## config.mk

```make
export PLATFORM = sky130hd
export DESIGN_NAME = hms_display
export DESIGN_NICKNAME = d
export VERILOG_FILES = /design/src/rtl/hms_display_pkg.sv /design/src/rtl/hms_display_bin2bcd_seq.sv /design/src/rtl/hms_display.sv
export SDC_FILE = /design/constraint.sdc
export NUM_CORES = 1
export LEC_CHECK = 0
export CORE_UTILIZATION = 33
export CTS_CLUSTER_DIAMETER = 50
export CTS_CLUSTER_SIZE = 28
export DETAILED_ROUTE_END_ITERATION = 7
export PLACE_DENSITY_LB_ADDON = 0.12
export SYNTH_ARGS = -nofsm -noshare
export SYNTH_HDL_FRONTEND = slang
export SYNTH_SLANG_ARGS = --single-unit
```

## constraint.sdc

```tcl
create_clock -name clock -period 4.7 [get_ports clock]
set_clock_uncertainty 0.1 [all_clocks]
set_input_delay 0.47 -clock clock [delete_from_list [all_inputs] [get_ports clock]]
set_output_delay 0.47 -clock clock [all_outputs]
set_load 0.02 [all_outputs]
```

## src/rtl/hms_display_pkg.sv

```systemverilog
// Shared types and constants for the hms_display back-end: field widths,
// clamp limits, FSM/field enums, seven-segment codes and the shift-add-3 step.
package hms_display_pkg;

  localparam int unsigned HRS_W = 7;
  localparam int unsigned MIN_W = 6;
  localparam int unsigned SEC_W = 6;

  localparam logic [HRS_W-1:0] HRS_MAX = 7'd99;
  localparam logic [MIN_W-1:0] MS_MAX  = 6'd59;

  typedef enum logic [1:0] {
    ST_IDLE,
    ST_CONV,
    ST_DONE
  } state_e;

  typedef enum logic [1:0] {
    FLD_H,
    FLD_M,
    FLD_S
  } field_e;

  // Active-low segments, bit order {g,f,e,d,c,b,a}
  localparam logic [6:0] SEG_0     = 7'h40;
  localparam logic [6:0] SEG_1     = 7'h79;
  localparam logic [6:0] SEG_2     = 7'h24;
  localparam logic [6:0] SEG_3     = 7'h30;
  localparam logic [6:0] SEG_4     = 7'h19;
  localparam logic [6:0] SEG_5     = 7'h12;
  localparam logic [6:0] SEG_6     = 7'h02;
  localparam logic [6:0] SEG_7     = 7'h78;
  localparam logic [6:0] SEG_8     = 7'h00;
  localparam logic [6:0] SEG_9     = 7'h10;
  localparam logic [6:0] SEG_BLANK = 7'h7F;

  function automatic logic [6:0] seg_decode(input logic [3:0] nib);
    logic [6:0] seg;
    case (nib)
      4'd0:    seg = SEG_0;
      4'd1:    seg = SEG_1;
      4'd2:    seg = SEG_2;
      4'd3:    seg = SEG_3;
      4'd4:    seg = SEG_4;
      4'd5:    seg = SEG_5;
      4'd6:    seg = SEG_6;
      4'd7:    seg = SEG_7;
      4'd8:    seg = SEG_8;
      4'd9:    seg = SEG_9;
      default: seg = SEG_BLANK;
    endcase
    return seg;
  endfunction

  // One double-dabble step: add-3 correction on both nibbles, then shift in b
  function automatic logic [7:0] bcd_step(input logic [7:0] acc, input logic b);
    logic [7:0] t;
    t = acc;
    if (t[3:0] >= 4'd5) t[3:0] = t[3:0] + 4'd3;
    if (t[7:4] >= 4'd5) t[7:4] = t[7:4] + 4'd3;
    return {t[6:0], b};
  endfunction

endpackage

```

## src/rtl/hms_display_bin2bcd_seq.sv

```systemverilog
// Sequential 7-bit binary to two-digit BCD converter, one shift-add-3 step
// per cycle; the start cycle already performs the first step.
module bin2bcd_seq
  import hms_display_pkg::*;
(
  input  logic       clock,
  input  logic       reset,
  input  logic       start,
  input  logic [6:0] bin,
  output logic [7:0] bcd,
  output logic       done
);

  logic [6:0] sh;
  logic [7:0] acc;
  logic [2:0] cnt;

  always_ff @(posedge clock or negedge reset) begin
    if (!reset) begin
      sh  <= '0;
      acc <= '0;
      cnt <= '0;
    end else if (start) begin
      acc <= bcd_step(8'h00, bin[6]);
      sh  <= {bin[5:0], 1'b0};
      cnt <= 3'd1;
    end else if (cnt != 3'd0 && cnt != 3'd7) begin
      acc <= bcd_step(acc, sh[6]);
      sh  <= {sh[5:0], 1'b0};
      cnt <= cnt + 3'd1;
    end
  end

  assign bcd  = acc;
  assign done = (cnt == 3'd7);

endmodule

```

## src/rtl/hms_display.sv

```systemverilog
// Stopwatch display back-end: clamps and BCD-converts H/M/S on update, then
// scans six common-anode digits plus a blinking colon.
// Optional leading-zero blanking of H tens: define HMS_DISPLAY_LZB_EN.
module hms_display
  import hms_display_pkg::*;
#(
  parameter int unsigned SCAN_DIV = 8
) (
  input  logic        clock,
  input  logic        reset,
  input  logic [19:0] HMS_time,
  input  logic        update,
  input  logic        blink,
  output logic        busy,
  output logic        bcd_valid,
  output logic [23:0] digits,
  output logic        overrun,
  output logic [6:0]  seg_n,
  output logic [5:0]  an_n,
  output logic        colon
);

  localparam int unsigned DIV_W = (SCAN_DIV > 1) ? $clog2(SCAN_DIV) : 1;

  state_e           state, state_nx;
  field_e           field;
  logic [2:0]       bit_cnt;
  logic [HRS_W-1:0] hrs_q;
  logic [MIN_W-1:0] min_q;
  logic [SEC_W-1:0] sec_q;
  logic [7:0]       stage_h, stage_m;

  logic             conv_start, conv_done;
  logic [6:0]       conv_bin;
  logic [7:0]       conv_bcd;

  logic [DIV_W-1:0] div;
  logic [2:0]       idx;
  logic [3:0]       nib;
  logic [6:0]       seg_nx;
  logic             unused_msb;

  assign unused_msb = HMS_time[19];

  always_ff @(posedge clock or negedge reset) begin
    if (!reset) state <= ST_IDLE;
    else        state <= state_nx;
  end

  always_comb begin
    state_nx = state;
    case (state)
      ST_IDLE: if (update) state_nx = ST_CONV;
      ST_CONV: if (field == FLD_S && bit_cnt == 3'd6) state_nx = ST_DONE;
      ST_DONE: state_nx = ST_IDLE;
      default: state_nx = ST_IDLE;
    endcase
  end

  assign busy       = (state != ST_IDLE);
  assign conv_start = (state == ST_CONV) && (bit_cnt == 3'd0);

  always_comb begin
    conv_bin = hrs_q;
    case (field)
      FLD_M:   conv_bin = {1'b0, min_q};
      FLD_S:   conv_bin = {1'b0, sec_q};
      default: conv_bin = hrs_q;
    endcase
  end

  bin2bcd_seq u_bin2bcd (
    .clock (clock),
    .reset (reset),
    .start (conv_start),
    .bin   (conv_bin),
    .bcd   (conv_bcd),
    .done  (conv_done)
  );

  // Starting the next field and banking the previous one share an edge, so the
  // three fields run back-to-back in 21 cycles with no idle step in between.
  always_ff @(posedge clock or negedge reset) begin
    if (!reset) begin
      field     <= FLD_H;
      bit_cnt   <= '0;
      hrs_q     <= '0;
      min_q     <= '0;
      sec_q     <= '0;
      stage_h   <= '0;
      stage_m   <= '0;
      digits    <= '0;
      bcd_valid <= 1'b0;
      overrun   <= 1'b0;
    end else begin
      bcd_valid <= 1'b0;
      if (update && state != ST_IDLE) overrun <= 1'b1;
      case (state)
        ST_IDLE: begin
          if (update) begin
            hrs_q   <= (HMS_time[18:12] > HRS_MAX) ? HRS_MAX : HMS_time[18:12];
            min_q   <= (HMS_time[11:6]  > MS_MAX)  ? MS_MAX  : HMS_time[11:6];
            sec_q   <= (HMS_time[5:0]   > MS_MAX)  ? MS_MAX  : HMS_time[5:0];
            field   <= FLD_H;
            bit_cnt <= '0;
          end
        end
        ST_CONV: begin
          if (conv_start && conv_done) begin
            case (field)
              FLD_M:   stage_h <= conv_bcd;
              FLD_S:   stage_m <= conv_bcd;
              default: ;
            endcase
          end
          if (bit_cnt == 3'd6) begin
            bit_cnt <= '0;
            if (field == FLD_H)      field <= FLD_M;
            else if (field == FLD_M) field <= FLD_S;
          end else begin
            bit_cnt <= bit_cnt + 3'd1;
          end
        end
        ST_DONE: begin
          digits    <= {stage_h, stage_m, conv_bcd};
          bcd_valid <= 1'b1;
        end
        default: ;
      endcase
    end
  end

  always_comb begin
    nib = '0;
    case (idx)
      3'd0:    nib = digits[23:20];
      3'd1:    nib = digits[19:16];
      3'd2:    nib = digits[15:12];
      3'd3:    nib = digits[11:8];
      3'd4:    nib = digits[7:4];
      default: nib = digits[3:0];
    endcase
    seg_nx = seg_decode(nib);
`ifdef HMS_DISPLAY_LZB_EN
    if (idx == 3'd0 && nib == 4'd0) seg_nx = SEG_BLANK;
`else
    seg_nx = seg_decode(nib);
`endif
  end

  always_ff @(posedge clock or negedge reset) begin
    if (!reset) begin
      div   <= '0;
      idx   <= '0;
      seg_n <= SEG_BLANK;
      an_n  <= '1;
      colon <= 1'b0;
    end else begin
      if (div == DIV_W'(SCAN_DIV - 1)) begin
        div <= '0;
        idx <= (idx == 3'd5) ? 3'd0 : idx + 3'd1;
      end else begin
        div <= div + DIV_W'(1);
      end
      seg_n <= seg_nx;
      an_n  <= ~(6'b1 << idx);
      if (blink) colon <= ~colon;
    end
  end

endmodule
```

; ---- Word level (Yosys, flattened, before mapping)
; Memories as Yosys holds them, arrays and structs flattened. A register that Yosys moved wholly into a read port is not among the register bits.
; Index checks and enable logic that the tools add are counted.
[word_totals]
ff_bits = 99
romBits = 112
inputBits = 24
wordCells = 97
n_memories = 1
[mem_list]
columns = memory, depth, word_bits, read_ports, rd_ports_with_merged_regs, wr, line
row1 = (name not given), 16, 7, 1, 1, 0, hms_display_pkg.sv:39  ; case (nib)
[op_classes]
addsub = 6
n_lt_le_gt_ge = 5
eq_ne = 17
shifts = 1
mux = 27
n_bitwise = 2
reduce_logical = 20
[ops]
columns = cell, n
row1 = $mux 3, 7
row2 = $mux 7, 3
row3 = $pmux 4 s5, 1
row4 = $mux 8, 2
row5 = $eq 3x3->1 const B, 5
row6 = $pmux 7 s2, 1
row7 = $add 3x1->3 const B, 4
row8 = $gt 6x6->1 const B, 2
row9 = $mux 2, 6
row10 = $mux 6, 2
row11 = $ge 4x3->1 const B, 2
row12 = $pmux 2 s2, 2
row13 = $gt 7x7->1 const B, 1
row14 = $eq 3x2->1 const B, 2
row15 = $logic_not 3->1, 2
row16 = $not 6->6, 1
row17 = $pmux 3 s2, 1
row18 = $reduce_and 2->1, 3
row19 = $reduce_and 3->1, 2
row20 = $reduce_bool 2->1, 3
row21 = $shl 1x3->6 const A, 1
row22 = $logic_and 1x1->1, 5
row23 = $add 4x2->4 const B, 1
row24 = $eq 2x1->1 const B, 2
row25 = other kinds (14), 17

; ---- Longest topological paths before layout
[logic_depth]
ltp_word = 5
ltp_mapped = 11

; ---- Cells and area by module
; A second synthesis with hierarchy kept.
[unflattened]
cells_unflattened = 436
area_unflattened_um2 = 4909.7
[by_module_without_submodules]
columns = module, instances, cells_per_inst, area_per_inst_um2, seq_area_each_um2
row1 = hms_display, 1, 327, 3882.5, 2218.4
row2 = bin2bcd_seq, 1, 109, 1027.2, 425.4

; ---- Worst setup path after synthesis
; No wires, ideal clock.
[synth_path]
path_kind = flip-flop to flip-flop
startpoint = register idx[0]
endpoint = register seg_n[6]
setup_ns = 0.078
t_arrival_ns = 2.081
required_ns = 4.522
slack_ns = 2.441
stages_incl_launch_ff = 11
path_cell_list = dfrtp_1 buf_6 and2_4 ha_1 inv_1 o21ai_4 o21ai_1 inv_1 ha_1 mux2_2 o21ba_1
[synth_between]
elab_chain_cells = 2
elab_cells_between_ends = 6
[synth_rtl]
columns = item, line
row1 = "start, declared", hms_display.sv:38  ; logic [2:0] idx;
row2 = "start signal, assigned", hms_display.sv:161  ; idx <= (idx == 3'd5) ? 3'd0 : idx + 3'd1;
row3 = $eq 3x3->1 (tied with other cells), hms_display.sv:135  ; case (idx)
row4 = $pmux 4 s5 *, hms_display.sv:135
row5 = "end, declared", hms_display.sv:18  ; output logic [6:0] seg_n,
; Mark *: on every way between the ends. The rest lies on a longest branch, timed or not.
; A chain may end at the register's enable or synchronous reset.

; ---- Worst setup path in the final report
; Ends and elaborated chain as after synthesis.

==> impl_metrics.csv <==
group,metric,value,unit
status,outcome,"completed",
clocking,clock-sinks,105,
synthesis,syn_inst,432,
sta,fin_tns_setup,0,ns
synthesis,synth.distinct_cells,54,
place,post-dp-hpwl,7.13,mm
worst_setup_path,worstPathArrival,3.00,ns
sta,fin_crit_sh,0.600,
worst_setup_path,required,4.88,ns
place,routabilityCongestion,0.735,
clocking,root_buffer,"clkbuf_16",
clocking,insertion_delay,0.35,ns
finish,layout_common_cells,"92 x dfrtp_1, 77 x nand2_1, 62 x clkdlybuf4s50_1, 35 x mux2_2, 26 x o21ai_0",
grt,grt_pass1_wl,16.7,mm
sta,rsz0062_at_grt,"false",
sta,min_period,2.82,ns
worst_setup_path,cp.depth,10,
place,io_buffers,63,
detailed_routing,num_vias,3255,
power,netSwitchingFraction,0.320,
synthesis,synth_edf_count,0,
power,pwr-share-seq,0.469,
sta,relSlewSlack,0.374,
power,powerDensity,448,mW/mm²
worst_setup_path,critPathMaxStageDelay,0.69,ns
worst_setup_path,crit_buf_inv,2,
clocking,numCtsBuffers,9,
worst_setup_path,cp_top_family,"flip-flops",
floorplan,core.rowCount,43,
synthesis,synth_seq_cells,105,
clocking,cts_setup_buffers,0,
min_path,whs_path_depth,1,
finish,syn_to_final_growth,22.0,%
place,place_inst,656,
finish,final_common_cell,"dfrtp_1",
sta,fmax,0.354,GHz
finish,drive_above_1_share,0.164,
synthesis,ys_async_sr_fraction,1.00,
synthesis,synth.avg_cell_area,11.1,µm²
floorplan,die_area,0.0150,mm²
floorplan,fp.dieH,122,µm
power,p_clk_frac,0.269,
job,maxCapViolCount,0,
floorplan,initial_core_util,0.341,
power,peakVddDrop,0.238,mV
worst_setup_path,reg2reg_from,"idx[0]$_DFFE_PN0P_",
detailed_routing,wire_per_inst,14.6,µm
clocking,h-tree-depth,3,
sta,slew_viol_final,0,
synthesis,syn_nets,472,
clocking,ctsHoldBuffers,1,
sta,setup_viol,0,
detailed_routing,first_iter_violations,137,
worst_setup_path,r2r_setup_slack,1.88,ns
sta,tightest_slew,0.940,ns
grt,grt_max_degree,54,
min_path,min_from,"div[0]$_DFF_PN0_",
power,p_comb_frac,0.261,
sta,hold_viol_final,0,
power,p_leak,2.62,nW
detailed_routing,vias_per_cell,4.84,
synthesis,syn_area,0.00478,mm²
worst_setup_path,endpoint_kind,"flip-flop",
floorplan,core,0.0140,mm²
clocking,tritoncts,"done",
grt,grtUsageTotal,0.146,
finish,fin_cells,673,
worst_setup_path,cp_max_fo,18,
clocking,clockBufferDepth,2,
synthesis,synth_top_flop_cell,"dfrtp_1",
worst_setup_path,worstSetupPathType,"flip-flop to flip-flop",
finish,nNetsFinal,528,
detailed_routing,drc_errors,0,
floorplan,io_pins,65,
worst_setup_path,r2r_end,"seg_n[6]$_DFF_PN1_",
clocking,cts_resized,0,
worst_setup_path,worst-r2r-cell-count,10,
detailed_routing,routed_wl,9.84,mm
finish,antenna_cells,0,
worst_setup_path,worst_path_max_delay_cell,"dfrtp_1",
synthesis,yosysSeqAreaShare,0.554,
power,internal-power,1.77,mW
grt,antenna_found_initial,0,
worst_setup_path,crit_path_start_kind,"flip-flop",
grt,grt_pass1_vias,3327,
min_path,min_to,"div[0]$_DFF_PN0_",
sta,whs,0.330,ns
floorplan,die_w,122,µm
detailed_routing,drt_pass1_iterations,4,
min_path,hold_class,"flip-flop to flip-flop",
clocking,path_clk_slew,0.06,ns
detailed_routing,ant_nets,0,
grt,grt_overflow,0,
worst_setup_path,worstPathCellList,"and2_4, ha_1, inv_1, o21ai_4, nand3_1, o21ai_1, inv_1, ha_1, mux2_2, o21ba_1",
power,switching_power,0.836,mW
synthesis,synth_warnings,0,
## worst register-to-register path, stage by stage, from the launching register on
cell and delay, ns:
dfrtp_1 0.69, and2_4 0.26, ha_1 0.28, inv_1 0.12, o21ai_4 0.13, nand3_1 0.11
o21ai_1 0.31, inv_1 0.10, ha_1 0.23, mux2_2 0.26, o21ba_1 0.16
## cell type report
cell class | count | area [µm²]
clock inverters | 3 | 15.0
flip-flops and latches | 105 | 2640
inverters | 13 | 48.8
fillers | 1369 | 8160
repair buffers | 68 | 668
well taps | 180 | 225
multi-input cells | 291 | 1970
clock buffers | 13 | 260
## state kept, by name, indices dropped and copies added (netlist names), 7 cells and up
register,cells
stage_m,8
stage_h,8
u_bin2bcd.bcd,8
hrs_q,7
seg_n,7
digits,24
## kinds of logic after synthesis
kind of cell / after synthesis / synth area share
XOR/XNOR: 5 / 0.00917
AND/OR/NAND/NOR: 143 / 0.139
multiplexers: 42 / 0.0982
AO/OA/AOI/OAI: 85 / 0.123
buffers and inverters: 36 / 0.0351
adder cells (fa/ha/maj): 16 / 0.0419
flip-flops: 105 / 0.554
## metrics by stage
stage                     total power [mW]  area, µm²  utilization  setup slack, ns
final                                 2.61       5830        0.417             1.88
after CTS                             2.66       5830        0.417             1.85
after global routing                  2.82       5830        0.417             1.60
after detailed placement              1.94       5540        0.396             1.86
after global placement                1.91       5540        0.396             1.91
after floorplan                       1.74       4780            -             2.44
## worst max-delay path by stage
stage	slack [ns]	end	start
5_1_grt	1.60	seg_n[6]$_DFF_PN1_	idx[0]$_DFFE_PN0P_
4_1_cts	1.85	seg_n[6]$_DFF_PN1_	idx[0]$_DFFE_PN0P_
2_1_floorplan	2.44	seg_n[6]$_DFF_PN1_	idx[0]$_DFFE_PN0P_
3_5_place_dp	1.86	seg_n[6]$_DFF_PN1_	idx[0]$_DFFE_PN0P_
3_3_place_gp	1.91	seg_n[6]$_DFF_PN1_	idx[0]$_DFFE_PN0P_
6_report	1.88	seg_n[6]$_DFF_PN1_	idx[0]$_DFFE_PN0P_
## cells in the mapped netlist (5+ instances only)
master,count,area share
dfrtp_1,92,0.48
a21oi_1,15,0.016
inv_1,12,0.0094
o22a_1,8,0.015
o21ai_0,26,0.027
mux2_2,35,0.083
o211ai_1,6,0.0094
a22oi_1,6,0.0094
nand3_1,12,0.013
buf_2,5,0.0052
clkbuf_1,12,0.0094
ha_1,16,0.042
mux2i_1,6,0.013
nand2_1,77,0.061
nor2_1,23,0.018
dfstp_2,13,0.072
nand2b_1,7,0.0092
## metal layers
metal | vias to the layer above | track usage | share of wire
li1 | 1614 | - | -
met1 | 1569 | 0.183 | 0.48
met2 | 64 | 0.239 | 0.47
met3 | 8 | 0.0441 | 0.042
met4 | 0 | 0.0457 | 0.011
met5 | - | 0 | 0
## power groups by stage
stage	clock [mW]	sequential (mW)	combinational [mW]
floorplan	0	1.20	0.541
global placement	0	1.24	0.673
detailed placement	0	1.24	0.698
CTS	0.736	1.23	0.700
global route	0.770	1.25	0.795
finish	0.703	1.22	0.681
Note: power is estimated with default switching activity, not from simulation.
